$ cat src/rtl/uart_pkg.sv
// Shared UART definitions: parity mode codes, receiver state encoding and
// the clock divider helper used to derive the oversampling tick rate.
package uart_pkg;

    localparam int unsigned PAR_NONE = 0;
    localparam int unsigned PAR_ODD  = 1;
    localparam int unsigned PAR_EVEN = 2;

    typedef enum logic [2:0] {
        ST_IDLE,
        ST_START,
        ST_DATA,
        ST_PARITY,
        ST_STOP,
        ST_WAIT_HIGH
    } rx_state_t;

    // Clocks per oversampling tick, truncated; never below 1.
    function automatic int unsigned calc_div(input int unsigned clk_freq,
                                             input int unsigned baud,
                                             input int unsigned oversample);
        int unsigned d;
        d = clk_freq / (baud * oversample);
        return (d == 0) ? 1 : d;
    endfunction

endpackage

$ cat src/rtl/uart_baud_tick.sv
// Oversampling tick generator: one-clock tick pulse every DIV clocks.
// Ports:
//   clk   system clock
//   rst   synchronous active-low reset
//   clear restarts the count so the next tick lands DIV clocks later
//   tick  single-cycle pulse
module uart_baud_tick #(
    parameter int unsigned DIV = 27
) (
    input  logic clk,
    input  logic rst,
    input  logic clear,
    output logic tick
);

    localparam int unsigned W = (DIV > 1) ? $clog2(DIV) : 1;
    localparam logic [W-1:0] LAST = W'(DIV - 1);

    logic [W-1:0] cnt;

    always_ff @(posedge clk) begin
        if (!rst || clear) begin
            cnt <= '0;
        end else if (cnt == LAST) begin
            cnt <= '0;
        end else begin
            cnt <= cnt + 1'b1;
        end
    end

    assign tick = (cnt == LAST) && !clear;

endmodule

$ cat src/rtl/uart_rx_param.sv
// Parametrised oversampling UART receiver with valid/ready output slot.
// Ports:
//   clk, rst          system clock, synchronous active-low reset
//   rxd               asynchronous serial input, idle high
//   rx_data           received character (first line bit in LSB)
//   rx_valid/rx_ready output handshake; slot holds until accepted
//   parity_err        parity mismatch for the presented character
//   frame_err         a stop bit was sampled low for the presented character
//   overrun           sticky; a completed character found the slot full
//   rx_busy           high from confirmed start bit until back in IDLE
module uart_rx_param
    import uart_pkg::*;
#(
    parameter int unsigned CLK_FREQ   = 50_000_000,
    parameter int unsigned BAUD       = 115200,
    parameter int unsigned OVERSAMPLE = 16,
    parameter int unsigned DATA_BITS  = 8,
    parameter int unsigned PARITY     = 0,
    parameter int unsigned STOP_BITS  = 1
) (
    input  logic                 clk,
    input  logic                 rst,
    input  logic                 rxd,
    output logic [DATA_BITS-1:0] rx_data,
    output logic                 rx_valid,
    input  logic                 rx_ready,
    output logic                 parity_err,
    output logic                 frame_err,
    output logic                 overrun,
    output logic                 rx_busy
);

    localparam int unsigned DIV = calc_div(CLK_FREQ, BAUD, OVERSAMPLE);
    localparam int unsigned TW  = $clog2(OVERSAMPLE);
    localparam logic [TW-1:0] TICK_FULL = TW'(OVERSAMPLE - 1);
    localparam logic [TW-1:0] TICK_HALF = TW'(OVERSAMPLE / 2 - 1);
    localparam logic [3:0]    DATA_LAST = 4'(DATA_BITS - 1);
    localparam logic [3:0]    STOP_LAST = 4'(STOP_BITS - 1);

    logic sync_1, sync_2, line_prev;
    logic line, fall;

    rx_state_t state, state_next;

    logic                 tick, clr_div, sample_pt, deliver;
    logic [TW-1:0]        tick_cnt;
    logic [3:0]           bit_cnt;
    logic [DATA_BITS-1:0] shreg;
    logic                 par_bit, ferr_acc;
    logic                 perr_calc, ferr_calc, slot_free;

    // Two-flop synchroniser plus one delay stage for falling-edge detection.
    always_ff @(posedge clk) begin
        if (!rst) begin
            sync_1    <= 1'b1;
            sync_2    <= 1'b1;
            line_prev <= 1'b1;
        end else begin
            sync_1    <= rxd;
            sync_2    <= sync_1;
            line_prev <= sync_2;
        end
    end

    assign line = sync_2;
    assign fall = line_prev && !line;

    uart_baud_tick #(.DIV(DIV)) u_tick (
        .clk  (clk),
        .rst  (rst),
        .clear(clr_div),
        .tick (tick)
    );

    // START waits half a bit to land on the bit centre; later states a full bit.
    always_comb begin
        sample_pt = 1'b0;
        if (tick) begin
            if (state == ST_START) begin
                sample_pt = (tick_cnt == TICK_HALF);
            end else begin
                sample_pt = (tick_cnt == TICK_FULL);
            end
        end
    end

    always_ff @(posedge clk) begin
        if (!rst) begin
            state <= ST_IDLE;
        end else begin
            state <= state_next;
        end
    end

    always_comb begin
        state_next = state;
        clr_div    = 1'b0;
        deliver    = 1'b0;
        case (state)
            ST_IDLE: begin
                if (fall) begin
                    state_next = ST_START;
                    clr_div    = 1'b1;
                end
            end
            ST_START: begin
                if (sample_pt) begin
                    state_next = line ? ST_IDLE : ST_DATA;
                end
            end
            ST_DATA: begin
                if (sample_pt && bit_cnt == DATA_LAST) begin
                    state_next = (PARITY != PAR_NONE) ? ST_PARITY : ST_STOP;
                end
            end
            ST_PARITY: begin
                if (sample_pt) begin
                    state_next = ST_STOP;
                end
            end
            ST_STOP: begin
                if (sample_pt && bit_cnt == STOP_LAST) begin
                    deliver    = 1'b1;
                    state_next = line ? ST_IDLE : ST_WAIT_HIGH;
                end
            end
            ST_WAIT_HIGH: begin
                if (line) begin
                    state_next = ST_IDLE;
                end
            end
            default: state_next = ST_IDLE;
        endcase
    end

    // Tick and bit counters restart on every state change; within DATA/STOP
    // they wrap at each sample so consecutive bits stay one bit period apart.
    always_ff @(posedge clk) begin
        if (!rst) begin
            tick_cnt <= '0;
            bit_cnt  <= '0;
            shreg    <= '0;
            par_bit  <= 1'b0;
            ferr_acc <= 1'b0;
        end else begin
            if (state_next != state) begin
                tick_cnt <= '0;
                bit_cnt  <= '0;
            end else if (sample_pt) begin
                tick_cnt <= '0;
                bit_cnt  <= bit_cnt + 4'd1;
            end else if (tick) begin
                tick_cnt <= tick_cnt + 1'b1;
            end

            if (state == ST_DATA && sample_pt) begin
                shreg <= {line, shreg[DATA_BITS-1:1]};
            end
            if (state == ST_PARITY && sample_pt) begin
                par_bit <= line;
            end
            if (state == ST_START) begin
                ferr_acc <= 1'b0;
            end else if (state == ST_STOP && sample_pt && !line) begin
                ferr_acc <= 1'b1;
            end
        end
    end

    always_comb begin
        perr_calc = 1'b0;
        if (PARITY == PAR_EVEN) begin
            perr_calc = ^shreg ^ par_bit;
        end else if (PARITY == PAR_ODD) begin
            perr_calc = ~(^shreg ^ par_bit);
        end
    end

    // Include the final stop sample, which is not yet in ferr_acc.
    assign ferr_calc = ferr_acc || !line;
    assign slot_free = !rx_valid || rx_ready;

    always_ff @(posedge clk) begin
        if (!rst) begin
            rx_data    <= '0;
            rx_valid   <= 1'b0;
            parity_err <= 1'b0;
            frame_err  <= 1'b0;
            overrun    <= 1'b0;
        end else begin
            if (deliver && slot_free) begin
                rx_data    <= shreg;
                parity_err <= perr_calc;
                frame_err  <= ferr_calc;
                rx_valid   <= 1'b1;
            end else if (rx_valid && rx_ready) begin
                rx_valid <= 1'b0;
            end

            if (deliver && !slot_free) begin
                overrun <= 1'b1;
            end else if (rx_valid && rx_ready) begin
                overrun <= 1'b0;
            end
        end
    end

    assign rx_busy = (state != ST_IDLE) && (state != ST_START);

endmodule
$ cat config.mk
export PLATFORM = sky130hd
export DESIGN_NAME = uart_rx_param
export DESIGN_NICKNAME = d
export VERILOG_FILES = /design/src/rtl/uart_pkg.sv /design/src/rtl/uart_baud_tick.sv /design/src/rtl/uart_rx_param.sv
export SDC_FILE = /design/constraint.sdc
export NUM_CORES = 1
export LEC_CHECK = 0
export ABC_AREA = 0
export CAP_MARGIN = 10
export CORE_UTILIZATION = 35
export CTS_BUF_LIST = sky130_fd_sc_hd__clkbuf_4 sky130_fd_sc_hd__clkbuf_8
export CTS_CLUSTER_DIAMETER = 40
export CTS_CLUSTER_SIZE = 8
export DETAILED_ROUTE_END_ITERATION = 10
export PLACE_DENSITY = 0.58
export SYNTH_ARGS = -nofsm -noshare
export SYNTH_HDL_FRONTEND = slang
export SYNTH_SLANG_ARGS = --single-unit
$ cat constraint.sdc
create_clock -name clk -period 5.8 [get_ports clk]
set_clock_uncertainty 0.1 [all_clocks]
set_input_delay 1.16 -clock clk [delete_from_list [all_inputs] [get_ports clk]]
set_output_delay 1.16 -clock clk [all_outputs]
set_load 0.01 [all_outputs]
**After elaboration in Yosys (flattened, before gate mapping)**

Index checks and enable logic that the tools add are counted.

- Output and inout bits: 13
- Word-level logic and storage cells: 74
- Input bits: 4
- Register bits after elaboration: 39

- Add/subtract/negate cells: 3
- Bitwise gates (word level): 1
- Reduce and logical (&&, ||, !) cells: 28
- Equal/unequal tests: 11
- Mux-type cells: 18

Operators with widths:

| kind | count |
|---|---|
| 2-to-1 mux 3 bit | 7 |
| case mux 3 bit (6 select lines) | 1 |
| logical AND 1 bit | 11 |
| 2-to-1 mux 1 bit | 9 |
| adder 4 x 1 -> 4 bit (second input constant) | 2 |
| == test 4 x 3 -> 1 bit (second input constant) | 2 |
| == test 3 x 2 -> 1 bit (second input constant) | 2 |
| == test 3 bit (second input constant) | 2 |
| OR reduction 2 bit | 3 |
| adder 5 x 1 -> 5 bit (second input constant) | 1 |
| == test 5 bit (second input constant) | 1 |
| logical NOT 1 bit | 5 |
| == test 4 bit (second input constant) | 1 |
| logical NOT 4 bit | 1 |
| nonzero test 2 bit | 2 |
| == test 3 x 1 -> 1 bit (second input constant) | 1 |
| logical NOT 3 bit | 1 |
| logical OR 1 bit | 3 |
| != test 3 x 1 -> 1 bit (second input constant) | 1 |
| != test 3 bit | 1 |
| nonzero test 3 bit | 1 |
| OR reduction 3 bit | 1 |
| 2-to-1 mux 2 bit | 1 |
| inverter 1 bit | 1 |

**Depth between registers and ports, before layout**

- Word-level depth: 12
- Mapped depth: 8
- Depth with buffers taken out: 7

**Cells and area by module**

Synthesis repeated with hierarchy kept, for this count alone.

- Cell total of the unflattened synthesis: 188
- Area total of the unflattened synthesis: 1765.4 um^2

By module, submodules not included:

| module | instances | area an instance (um^2) | cells each | seq. area each (um^2) |
|---|---|---|---|---|
| uart_rx_param | 1 | 1557.7 | 167 | 680.7 |
| uart_baud_tick | 1 | 207.7 | 21 | 100.1 |

**Worst setup path before layout**

Ideal clock, no wire load.

- Path kind: reg2out
- Start point: register state[1]
- End point: output rx_busy
- Setup slack: 3.641 ns
- Buffers on the path: 2
- Stages on the path, launching flop included: 4
- Data required time: 4.540 ns
- Arrival time: 0.899 ns
- Cells stage by stage: dfxtp_1 buf_6 clkbuf_1 or2_2

- Longest elaborated chain between the ends: 2
- Elaborated cells between the ends (all ways): 3
- Classes of those cells: 1 x eq/ne; 2 x reduce/logical

RTL lines:

| what | RTL line | text |
|---|---|---|
| from (decl) | uart_rx_param.sv:43 | `rx_state_t state, state_next;` |
| from (signal assigned) | uart_rx_param.sv:91 | `state <= state_next;` |
| != test 3 x 1 -> 1 bit or nonzero test 3 bit (tied branches) | uart_rx_param.sv:208 | `assign rx_busy = (state != ST_IDLE) && (state != ST_START);` |
| logical AND 1 bit (*) | uart_rx_param.sv:208 |  |
| to (decl) | uart_rx_param.sv:30 | `output logic rx_busy` |

Every way passes the cells marked *; elsewhere a longest branch is shown, timed or not.

**Final worst setup path**

Ends and elaborated chain as after synthesis.

==> metrics.md <==
| Metric | Value |
|---|---|
| Status | `complete, no violations` |
| First-pass GRT wire length | `between 5000 and 6000 um` |
| Final setup violation count | `0` |
| Placed insts | `roughly 270` |
| Rows | `26` |
| CTS Sinks | `39` |
| Initial DRT Pass Iterations | `4` |
| WP data arrival | `~1700 ps` |
| Pin count of the biggest net entering global routing | `28` |
| Final count of hold timing violations | `0` |
| Number of DRC markers in iteration 0 | `38` |
| DRC Markers | `0` |
| Syn-to-layout area delta | `13.5%` |
| Initial antenna violation count | `0` |
| Final #Nets | `220` |
| Post-Synthesis Cells | `202` |
| # H-tree levels | `2` |
| Via density | `4.79` |
| Routed WL | `about 3300 um` |
| Core Box Area | `5240 um^2` |
| CP Capture Type | `output pin` |
| Synth cell count leaders | `dfxtp_1, nor2b_1, mux2i_1, nor2_1, nand2_1` |
| R2R Setup Slk | `a little over 3000 ps` |
| Gpl congestion | `around 0.80` |
| Worst VDD drop | `slightly below 0.09 mV` |
| Synth Cell Area | `1940 um^2` |
| Initial core utilization | `between 30% and 40%` |
| Pwr dens | `around 230 nW/um^2` |
| FF-to-FF End | `shreg[2]` |
| #FFs+latches synth | `39` |
| DP Wirelength | `2280 um` |
| LEAKAGE | `0.738 nW` |
| Post-Syn Nets | `about 210` |
| Filler cells | `about 530` |
| Max Slew Vio Count | `0` |
| Synth Flop Type | `dfxtp_1` |
| Yosys top cell area share | `between 40 and 50%` |
| Place WS | `2540 ps` |
| Actual slew at the worst max-slew pin | `roughly 1100 ps` |
| Vias | `around 1.4k` |
| Asr flop ratio synth | `0%` |
| TritonCTS Buffers | `5` |
| # port buffers | `15` |
| Post_cts resized | `0` |
| Unrepaired setup endpoints after global routing | `false` |
| Antenna-violating nets left | `0` |
| Die Area | `about 5800 um^2` |
| Slew HR | `between 20% and 30%` |
| Worst EP required | `around 4500 ps` |
| Worst r2r src | `state[0]` |
| Setup crit start kind | `register` |
| Floorplan die width | `about 76 um` |
| Antenna Diode Count | `0` |
| WL/cell | `11.7 um` |
| CTS tree | `yes` |
| PnR worst setup slack | `around 2800 ps` |
| Post-CTS Setup Bufs | `0` |
| DIE HEIGHT | `between 70 and 80 um` |
| Number of flops mapped to enable cells by yosys | `0` |
| Post-synthesis cell type count | `51` |
| Synth top area cells | `dfxtp_1, mux2i_1, nor2b_1, xnor2_1, nor2_1` |
| Clock period minus worst slack | `2960 ps` |
| Top-count cell post-synth | `dfxtp_1` |
| Register area share after synthesis | `approximately 40%` |
| Hold buffers post-CTS | `0` |
| Syn_area_per_cell | `9.60 um^2` |
| Worst Hold Launch | `sync_1` |
| Congestion Overflow GR | `0` |
| Share of post-route cells with drive strength above 1 | `around a tenth` |
| Hold WC Path Type | `reg2reg` |
| Post-route clock period utilization | `51.0%` |
| Worst-path clk slew | `around 80 ps` |
| Total track usage | `between 10% and 20%` |
| IO Pins | `17` |
| Clk Latency, worst-skew pair | `290 ps` |
| Worst Path Max Fanout | `18` |
| Reg2Reg Depth | `5` |
| Hold Path Sink | `line` |
| Achievable Freq | `~340 MHz` |
| Layout Cells excl Fill | `about 280` |
| Max-Cap Viols | `0` |
| Worst-case clock buffer depth | `2` |
| Root Driver | `clkbuf_8` |
| Number of global-route vias before repair | `between 1k and 1.5k` |
| Setup TNS | `0 ps` |
| Yosys top cell by area | `dfxtp_1` |
| Kind of critical path | `reg2out` |
| Hold depth | `1` |
| Ys Warns | `0` |
worst max-delay path, stage by stage, from the launching register on:
cell and delay (ps):
dfxtp_1 670, or2_2 210, clkdlybuf4s50_1 540
kinds of logic after synthesis:
family | count (synthesis) | share of synthesized area, %
simple gates | 87 | 27.0
flops | 39 | 40.3
compound gates | 23 | 9.68
mux | 18 | 9.29
buf+inv | 18 | 5.42
xor+xnor | 11 | 4.97
fa+ha+maj | 5 | 3.23
other cells | 1 | 0.193
worst max-delay path by stage:
stage	start	to	depth (start not counted)	slack [ps]
5_1_grt	rst	tick_cnt[1]	4	2640
4_1_cts	rst	tick_cnt[1]	4	2820
3_3_place_gp	rst	tick_cnt[1]	4	2550
3_5_place_dp	rst	tick_cnt[1]	4	2540
2_1_floorplan	state[1]	rx_busy	3	3640
6_report	state[1]	rx_busy	2	2840
registers in the layout (all words and copies together) (netlist names):
name        flops
overrun         1
state           3
bit_cnt         4
sync_1          1
ferr_acc        1
line            1
u_tick.cnt      5
tick_cnt        4
frame_err       1
rx_data         8
shreg           8
line_prev       1
rx_valid        1
per-layer routing:
layer  global-route usage, %  wire length [um]  vias to the layer above
met5                       0                 0                        -
met4                    4.62                16                        0
met3                    3.95               108                        2
met2                    19.1              1420                       15
met1                    16.9              1760                      620
li1                        -                 -                      715
final cells by class:
type | count | area (um^2) | area share [%]
Multi-Input combinational cell | 145 | 1060 | 48.2
Sequential cell | 39 | 781 | 35.5
Timing Repair Buffer | 15 | 150 | 6.82
Clock buffer | 7 | 96.3 | 4.38
Tap cell | 70 | 87.6 | 3.98
Inverter | 5 | 18.8 | 0.853
Clock inverter | 1 | 7.51 | 0.341
stage by stage:
step	hold slack [ps]	area (um^2)	utilization [%]	power, W
after floorplan	286	1940	-	0.000298
after global placement	293	2100	40.0	0.000304
after detailed placement	296	2100	40.0	0.000304
after CTS	315	2200	42.0	0.000507
after global routing	347	2200	42.0	0.000524
final	311	2200	42.0	0.000498
cell usage in the layout, fill, tap and decap left out, types with 2 or more instances in the layout:
cell | synthesis | layout
dfxtp_1 | 39 | 39
nor2b_1 | 20 | 20
mux2i_1 | 18 | 18
nor2_1 | 18 | 18
clkdlybuf4s50_1 | 0 | 15
nand2_1 | 11 | 11
xnor2_1 | 9 | 9
clkbuf_8 | 0 | 7
nand2b_1 | 6 | 6
inv_1 | 5 | 5
ha_1 | 5 | 5
nand3_1 | 4 | 4
a21boi_0 | 3 | 3
nor3b_1 | 2 | 2
nand4b_1 | 2 | 2
and3_1 | 2 | 2
o211a_1 | 2 | 2
nor3b_2 | 2 | 2
nor4_1 | 2 | 2
a21oi_1 | 2 | 2
o211ai_1 | 2 | 2
xor2_1 | 2 | 2
a22oi_1 | 2 | 2
a31oi_1 | 2 | 2
o22ai_1 | 2 | 2
o21ai_0 | 2 | 2
nor3_1 | 2 | 2
power breakdown:
part / internal (W) / total, W / switching, W / leakage [nW]
clock network: 0.000108 / 0.000201 / 0.0000927 / 0.0505
logic: 0.0000110 / 0.0000217 / 0.0000107 / 0.372
registers: 0.000271 / 0.000275 / 0.00000476 / 0.315
total: 0.000390 / 0.000498 / 0.000108 / 0.738
No activity file was read; power rests on OpenSTA's default activity.
